$ cat config.mk
export PLATFORM = sky130hd
export DESIGN_NAME = out_layer_mac
export DESIGN_NICKNAME = d
export VERILOG_FILES = /design/src/rtl/out_layer_mac.sv
export SDC_FILE = /design/constraint.sdc
export NUM_CORES = 1
export LEC_CHECK = 0
export ABC_AREA = 1
export CAP_MARGIN = 10
export CORE_MARGIN = 2
export CORE_UTILIZATION = 30
export CTS_CLUSTER_DIAMETER = 60
export DETAILED_ROUTE_END_ITERATION = 8
export DONT_BUFFER_PORTS = 1
export PLACE_DENSITY_LB_ADDON = 0.08
export SETUP_SLACK_MARGIN = 0.15
export SLEW_MARGIN = 20
export SYNTH_ARGS = -nofsm -noshare
export SYNTH_HDL_FRONTEND = slang
export SYNTH_SLANG_ARGS = --single-unit
$ cat constraint.sdc
create_clock -name clk -period 6.9 [get_ports clk]
set_input_delay 1.035 -clock clk [delete_from_list [all_inputs] [get_ports clk]]
set_output_delay 1.035 -clock clk [all_outputs]
set_load 0.02 [all_outputs]
$ cat src/rtl/out_layer_mac.sv
`default_nettype none
// ============================================================================
//  Module   : out_layer_mac
//  Function : Final-layer MAC engine. Buffers one frame of activations, then
//             streams NN4 class scores (dot product with ROM row + bias).
//  Options  : define OUT_RELU_EN to clamp negative scores to zero.
//  Revision : 1.0  initial release
// ============================================================================
module out_layer_mac #(
    parameter int DATA_WIDTH      = 16,
    parameter int WEIGHT_WIDTH    = 16,
    parameter int ACC_WIDTH       = 47,
    parameter int NN4             = 10,
    parameter int PREVLAYER_COUNT = 10,
    parameter int ADDR_WIDTH      = 7
) (
    input  logic                           clk,
    input  logic                           reset,
    input  logic                           act_valid,
    input  logic signed [DATA_WIDTH-1:0]   act_data,
    output logic                           act_ready,
    output logic        [ADDR_WIDTH-1:0]   weight_addr,
    input  logic signed [WEIGHT_WIDTH-1:0] weight_data,
    output logic signed [ACC_WIDTH-1:0]    out_data,
    output logic                           out_valid,
    output logic        [3:0]              out_index,
    output logic                           out_last,
    output logic                           busy,
    output logic                           frame_done
);

    localparam int c_cnt_w  = $clog2(PREVLAYER_COUNT + 1);
    localparam int c_idx_w  = (PREVLAYER_COUNT > 1) ? $clog2(PREVLAYER_COUNT) : 1;
    localparam int c_prod_w = DATA_WIDTH + WEIGHT_WIDTH;

    typedef enum logic [1:0] {
        S_LOAD = 2'd0,
        S_MAC  = 2'd1,
        S_EMIT = 2'd2,
        S_DONE = 2'd3
    } state_t;

    state_t                         state_q, state_d;
    logic        [c_cnt_w-1:0]      load_cnt_q, load_cnt_d;
    logic        [c_cnt_w-1:0]      c_q, c_d;
    logic        [3:0]              n_q, n_d;
    logic signed [ACC_WIDTH-1:0]    acc_q, acc_d;
    logic        [ADDR_WIDTH-1:0]   weight_addr_q, weight_addr_d;
    logic signed [ACC_WIDTH-1:0]    out_data_q, out_data_d;
    logic        [3:0]              out_index_q, out_index_d;
    logic                           out_valid_q, out_valid_d;
    logic                           out_last_q, out_last_d;
    logic                           frame_done_q, frame_done_d;

    logic signed [DATA_WIDTH-1:0]   act_buf_q [PREVLAYER_COUNT];
    logic                           w_buf_we;
    logic        [c_cnt_w-1:0]      w_c_m1;
    logic signed [c_prod_w-1:0]     w_prod;
    logic signed [ACC_WIDTH-1:0]    w_sum;
    logic signed [ACC_WIDTH-1:0]    w_score;

    // ROM data lags the address by one cycle, so cycle c consumes entry c-1.
    assign w_c_m1 = c_q - c_cnt_w'(1);
    assign w_prod = act_buf_q[c_idx_w'(w_c_m1)] * weight_data;
    assign w_sum  = acc_q + ACC_WIDTH'(weight_data);

`ifdef OUT_RELU_EN
    assign w_score = w_sum[ACC_WIDTH-1] ? '0 : w_sum;
`else
    assign w_score = w_sum;
`endif

    always_comb begin
        state_d       = state_q;
        load_cnt_d    = load_cnt_q;
        c_d           = c_q;
        n_d           = n_q;
        acc_d         = acc_q;
        weight_addr_d = weight_addr_q;
        out_data_d    = out_data_q;
        out_index_d   = out_index_q;
        out_valid_d   = 1'b0;
        out_last_d    = 1'b0;
        frame_done_d  = 1'b0;
        w_buf_we      = 1'b0;

        case (state_q)
            S_LOAD: begin
                if (act_valid) begin
                    w_buf_we = 1'b1;
                    if (load_cnt_q == c_cnt_w'(PREVLAYER_COUNT - 1)) begin
                        load_cnt_d    = '0;
                        c_d           = '0;
                        n_d           = '0;
                        acc_d         = '0;
                        weight_addr_d = '0;
                        state_d       = S_MAC;
                    end else begin
                        load_cnt_d = load_cnt_q + c_cnt_w'(1);
                    end
                end
            end
            S_MAC: begin
                if (c_q != '0) begin
                    acc_d = acc_q + ACC_WIDTH'(w_prod);
                end
                if (c_q == c_cnt_w'(PREVLAYER_COUNT)) begin
                    state_d = S_EMIT;
                end else begin
                    c_d           = c_q + c_cnt_w'(1);
                    weight_addr_d = weight_addr_q + ADDR_WIDTH'(1);
                end
            end
            S_EMIT: begin
                out_data_d  = w_score;
                out_index_d = n_q;
                out_valid_d = 1'b1;
                out_last_d  = (n_q == 4'(NN4 - 1));
                acc_d       = '0;
                c_d         = '0;
                if (n_q == 4'(NN4 - 1)) begin
                    n_d           = '0;
                    weight_addr_d = '0;
                    state_d       = S_DONE;
                end else begin
                    // Address already rests on the bias; +1 is the next row's base.
                    n_d           = n_q + 4'd1;
                    weight_addr_d = weight_addr_q + ADDR_WIDTH'(1);
                    state_d       = S_MAC;
                end
            end
            S_DONE: begin
                frame_done_d = 1'b1;
                load_cnt_d   = '0;
                state_d      = S_LOAD;
            end
            default: begin
                state_d = S_LOAD;
            end
        endcase
    end

    always_ff @(posedge clk) begin
        if (reset) begin
            state_q       <= S_LOAD;
            load_cnt_q    <= '0;
            c_q           <= '0;
            n_q           <= '0;
            acc_q         <= '0;
            weight_addr_q <= '0;
            out_data_q    <= '0;
            out_index_q   <= '0;
            out_valid_q   <= 1'b0;
            out_last_q    <= 1'b0;
            frame_done_q  <= 1'b0;
        end else begin
            state_q       <= state_d;
            load_cnt_q    <= load_cnt_d;
            c_q           <= c_d;
            n_q           <= n_d;
            acc_q         <= acc_d;
            weight_addr_q <= weight_addr_d;
            out_data_q    <= out_data_d;
            out_index_q   <= out_index_d;
            out_valid_q   <= out_valid_d;
            out_last_q    <= out_last_d;
            frame_done_q  <= frame_done_d;
        end
    end

    always_ff @(posedge clk) begin
        if (w_buf_we) begin
            act_buf_q[c_idx_w'(load_cnt_q)] <= act_data;
        end
    end

    assign act_ready   = (state_q == S_LOAD);
    assign busy        = (state_q != S_LOAD);
    assign weight_addr = weight_addr_q;
    assign out_data    = out_data_q;
    assign out_valid   = out_valid_q;
    assign out_index   = out_index_q;
    assign out_last    = out_last_q;
    assign frame_done  = frame_done_q;

endmodule
`default_nettype wire

**Word-level counts from Yosys, hierarchy flattened**

Memory sizes are Yosys's and may differ from the RTL's.
Index checks and enable logic that the tools add are counted.

- Bits in writable memories: 160
- Logic and storage cells: 73
- Register bits after elaboration: 122
- Output and inout port bits: 63
- Memories: 1

Memories:

| name | depth | width | read ports | clocked after Yosys merged registers in | wr ports | RTL line | RTL |
|---|---|---|---|---|---|---|---|
| act_buf_q | 10 | 16 | 1 | 0 | 1 | 55 | `logic signed [DATA_WIDTH-1:0] act_buf_q [PREVLAYER_COUNT];` |

- Equal/unequal tests: 11
- Muxes and demuxes: 29
- Add/subtract/negate cells: 7
- Multipliers: 1
- Bitwise operators: 1
- Reductions and logical operators: 12

Operators by type and width:

| cell | count |
|---|---|
| $mux W47 | 3 |
| $pmux W47 S3 | 1 |
| $add A47 B16 Y47 | 1 |
| $add A47 B32 Y47 | 1 |
| $mul A16 B16 Y32 | 1 |
| $mux W7 | 4 |
| $mux W4 | 6 |
| $pmux W7 S3 | 1 |
| $pmux W4 S2 | 2 |
| $add A4 B1 Y4 const B | 3 |
| $eq A4 B4 Y1 const B | 3 |
| $pmux W4 S3 | 1 |
| $mux W2 | 4 |
| $ne A2 B2 Y1 const B | 4 |
| $pmux W2 S4 | 1 |
| $reduce_and A4 Y1 | 2 |
| $add A7 B1 Y7 const B | 1 |
| $mux W1 | 6 |
| $reduce_and A3 Y1 | 2 |
| $reduce_bool A2 Y1 | 3 |
| $eq A2 B2 Y1 const B | 2 |
| $reduce_bool A4 Y1 | 1 |
| $sub A4 B1 Y4 const B | 1 |
| $reduce_bool A3 Y1 | 1 |
| other kinds (6) | 6 |

**Logic depth before layout (Yosys ltp)**

An unclocked memory read counts as a cell.

- Depth in word-level cells: 6
- Gate-level depth with buffers: 41
- Mapped depth without buffers: 37

**Worst setup path before layout**

Ideal clock, no wire load.

- Kind: flip-flop to flip-flop
- Start: register c_q[0]
- End: register acc_q[37]
- Arrival time: 7.421 ns
- Period minus slack after synthesis: 7.554 ns
- Buffers on the path: 6
- Cell stages (with the launch flop): 35
- Required time: 6.768 ns
- Slack: -0.654 ns
- Cells stage by stage: dfxtp_1 inv_2 buf_6 buf_4 buf_2 ha_1 buf_6 inv_4 buf_2 nand3_1 nand3_1 nand3_1 nand2_1 buf_2 nor2_1 fa_1 inv_1 fa_1 fa_1 fa_1 inv_1 fa_1 inv_1 fa_1 inv_1 ha_1 nand2_1 nor2_1 nand2_1 nor3_1 nand4_1 nand3_1 nand2_1 nand3_1 a21oi_1

- Word-level cells in the longest chain between the ends: 6

Ends and longest elaborated chain:

| element | RTL line | RTL |
|---|---|---|
| from (decl) | 45 | `logic [c_cnt_w-1:0] c_q, c_d;` |
| from (signal assigned) | 147 | `c_q <= '0;` |
| from (signal assigned) | 159 | `c_q <= c_d;` |
| $sub A4 B1 Y4 | 63 | `assign w_c_m1 = c_q - c_cnt_w'(1);` |
| $mem_v2 Z10 W16 | n/a |  |
| $mul A16 B16 Y32 | 64 | `assign w_prod = act_buf_q[c_idx_w'(w_c_m1)] * weight_data;` |
| $add A47 B32 Y47 | 105 | `acc_d = acc_q + ACC_WIDTH'(w_prod);` |
| $mux W47 | 104 | `if (c_q != '0) begin` |
| $pmux W47 S3 | 87 | `case (state_q)` |
| to (signal assigned) | 149 | `acc_q <= '0;` |
| to (signal assigned) | 161 | `acc_q <= acc_d;` |
| to (decl) | 47 | `logic signed [ACC_WIDTH-1:0] acc_q, acc_d;` |

Parallel ways exist; a longest one is shown, timed or not. The select of a mux whose other input is x is not followed.
A chain may end at the register's enable or synchronous reset.

**Worst setup path in the final report**

- Start: register c_q[0]
- End: register acc_q[35]

Same word-level chain as after synthesis.

==> flow_summary.yaml <==
run_status:
  status: "completed"
die:
  ios: 98
  core_region_area_mm2: 0.0969
  rows: 114
  start_util_pct: 30.3
  die_h_um: 317
  die_w_um: 317
  dieArea_mm2: 0.100
routing:
  postRouteAntennaNets: 0
  viasPerCell: 4.68
  wirelength_um: 105000
  met1_length_um: 47100
  routed-wl-met3_um: 3980
  drc_errors: 0
  first_pass_iters: 6
  highest_layer: "met5"
  wl_met2_um: 51500
  wl_per_cell_um: 19.9
  route.vias.total: 24700
  drt_iter0_drc: 1205
clocking:
  cts_hold_buf: 0
  clkSlewWorstSetupHoldPaths_ns: 0.06
  numClockSinks: 282
  ctsLongestPathBuffers: 3
  cts_root_buf: "clkbuf_16"
  cts_buffers: 43
  cts_max_level: 2
  cts_tree: "yes"
  clkLatencyLatePin_ns: 0.62
place:
  gp_congestion: 0.903
  dpl_worst_slack_ns: -0.178
  port_buffers: 0
  placed_cells_incl_taps: 5142
  hpwl_um: 84000
sta:
  fmax_mhz: 149
  setup_violations: 0
  rsz0062_at_grt: "yes"
  skew_ns: 0.0260
  relSlewSlack_pct: 44.1
  finalCritPeriodShare_pct: 97.5
  setup_slack_ns: 0.173
  tightestPinTransition_ns: 0.838
  fin_crit_ns: 6.73
  slew_violations: 0
  hold_viol: 0
synth:
  synth_nets: 4267
  yosysTopAreaCell: "fa_1"
  synth_area_mm2: 0.0294
  synth_top_area_share_pct: 24.5
  synthDistinctLibCells: 57
  yosysWarnings: 0
  syn_area_per_cell_um2: 7.97
  ys_seq_area_share_pct: 24.7
  ys_ff_latch: 282
  synth_top_cells_by_area: "fa_1 24%, edfxtp_1 16%, nand2_1 10%"
  synthCells: 3687
  async_flop_share_pct: 0
  ys.flop_type: "edfxtp_1"
  synth_edf_count: 160
global_routing:
  grt_pass1_wl_um: 159000
  grt_pass1_vias: 25700
  antenna_found_initial: 2
  grt_max_degree: 91
  grt_use_total_pct: 21.2
  overflow: 0
setup_path:
  crit_path_top_delay_cell: "fa_1"
  cp_slowest_stage_delay_ns: 0.52
  critPathMaxFanout: 10
  crit_type: "reg -> reg"
  worstPathArrival_ns: 7.27
  crit_path_frequent_cell: "inv_1"
  crit_buf_inv: 12
  cp-end-kind: "register"
  crit_path_start_kind: "register"
  crit_required_ns: 7.45
  critical_path.top_delay_family: "adder cells"
cells_and_area:
  drive_gt1_share_pct: 19.1
  fin_nets: 4540
  instances_no_fill: 5272
  area_growth_syn_to_layout_pct: 23.3
flow_run:
  maxCapViolations: 0
hold_path:
  min_path_type: "reg -> reg"
## per-layer routing
metal	up-vias	global-route usage, %
met4	2	5.00
li1	12000	-
met2	392	37.1
met1	12200	27.8
met5	-	0
met3	97	2.71
## repair_timing
item / 4_1_cts / 5_1_grt
pin swaps: 42 / 53
gates resized for setup: 149 / 200
setup buffers: 12 / 30
setup endpoints to repair: 35 / 36
cloned: 4 / 3
## path summary, 6_finish.rpt
path / start / to / slack (ns) / depth (start not counted)
worst max register to register: c_q[0]$_SDFFE_PP0P_ / acc_q[35]$_SDFFE_PP0P_ / 0.17 / 32
worst min-delay path: load_cnt_q[3]$_SDFFE_PP0P_ / load_cnt_q[3]$_SDFFE_PP0P_ / 0.49 / 2
worst min register to register: load_cnt_q[3]$_SDFFE_PP0P_ / load_cnt_q[3]$_SDFFE_PP0P_ / 0.49 / 2
worst max-delay path: c_q[0]$_SDFFE_PP0P_ / acc_q[35]$_SDFFE_PP0P_ / 0.17 / 32
## tightest hold or removal path: cells and delay by family (launching register included)
family	cells	cell delay [ns]
compound gates	1	0.06
simple gates	1	0.06
flops	1	0.32
## cells in the mapped netlist (all sizes together), types with 33 or more instances
cell type / number
a21oi: 221
nand4: 40
o21ai: 127
clkbuf: 33
nor2: 456
ha: 186
dfxtp: 122
fa: 359
nand2: 824
inv: 779
buf: 50
nand3: 165
edfxtp: 160
## cells by family (layout without fill, tap and decap cells)
logic type | after synthesis | in the layout | synth area share, %
fa+ha+maj | 545 | 545 | 32.4
mux | 1 | 1 | 0.0341
simple gates | 1533 | 1534 | 21.7
xor+xnor | 27 | 27 | 0.805
other cells | 0 | 1 | 0
buf+inv | 864 | 1171 | 11.7
flops | 282 | 282 | 24.7
compound gates | 435 | 435 | 8.69
## cells in the final DEF, fill, tap and decap left out, drive strengths merged, types with 11 or more instances in the layout
cell type	netlist	routed
nand2	824	825
inv	779	780
a32o	15	15
fa	359	359
clkbuf	33	57
a221o	15	15
dfxtp	122	122
nor3	20	20
o21bai	14	14
nand4	40	40
o21ai	127	127
xor2	20	20
nor2	456	456
buf	50	305
ha	186	186
o211ai	21	21
edfxtp	160	160
or2	11	11
clkinv	2	18
nand3	165	165
a21oi	221	221
## registers in the layout (all words and copies together), names as in the netlist
| signal | cells |
|---|---|
| load_cnt_q | 4 |
| weight_addr | 7 |
| out_last | 1 |
| c_q | 4 |
| out_index | 4 |
| acc_q | 47 |
| frame_done | 1 |
| out_valid | 1 |
| act_buf_q | 160 |
| out_data | 47 |
| state_q | 2 |
| n_q | 4 |
## per-stage QoR
stage | hold WS (ns) | setup TNS, ns | utilization (%) | cell area [um^2]
floorplan | 0.450 | 0 | - | 29600
global placement | 0.488 | -1.03 | 34.0 | 32900
detailed placement | 0.488 | -1.73 | 34.0 | 32900
CTS | 0.459 | 0 | 36.3 | 35200
global route | 0.460 | -1.55 | 37.4 | 36200
finish | 0.490 | 0 | 37.4 | 36200
## area by class of cell
class                   instances  area (um^2)
diodes                          1         2.50
clock buffers                  54         1140
clock inverters                26          307
fillers                     10200        60600
inverters                     781         3000
multi-input cells            2542        20100
flip-flops and latches        282         7250
well taps                    1276         1600
repair buffers                310         2850
Power is left out: the tool's default activity adds up to more than one toggle a clock period on the data nets, which glitch-free logic cannot reach.
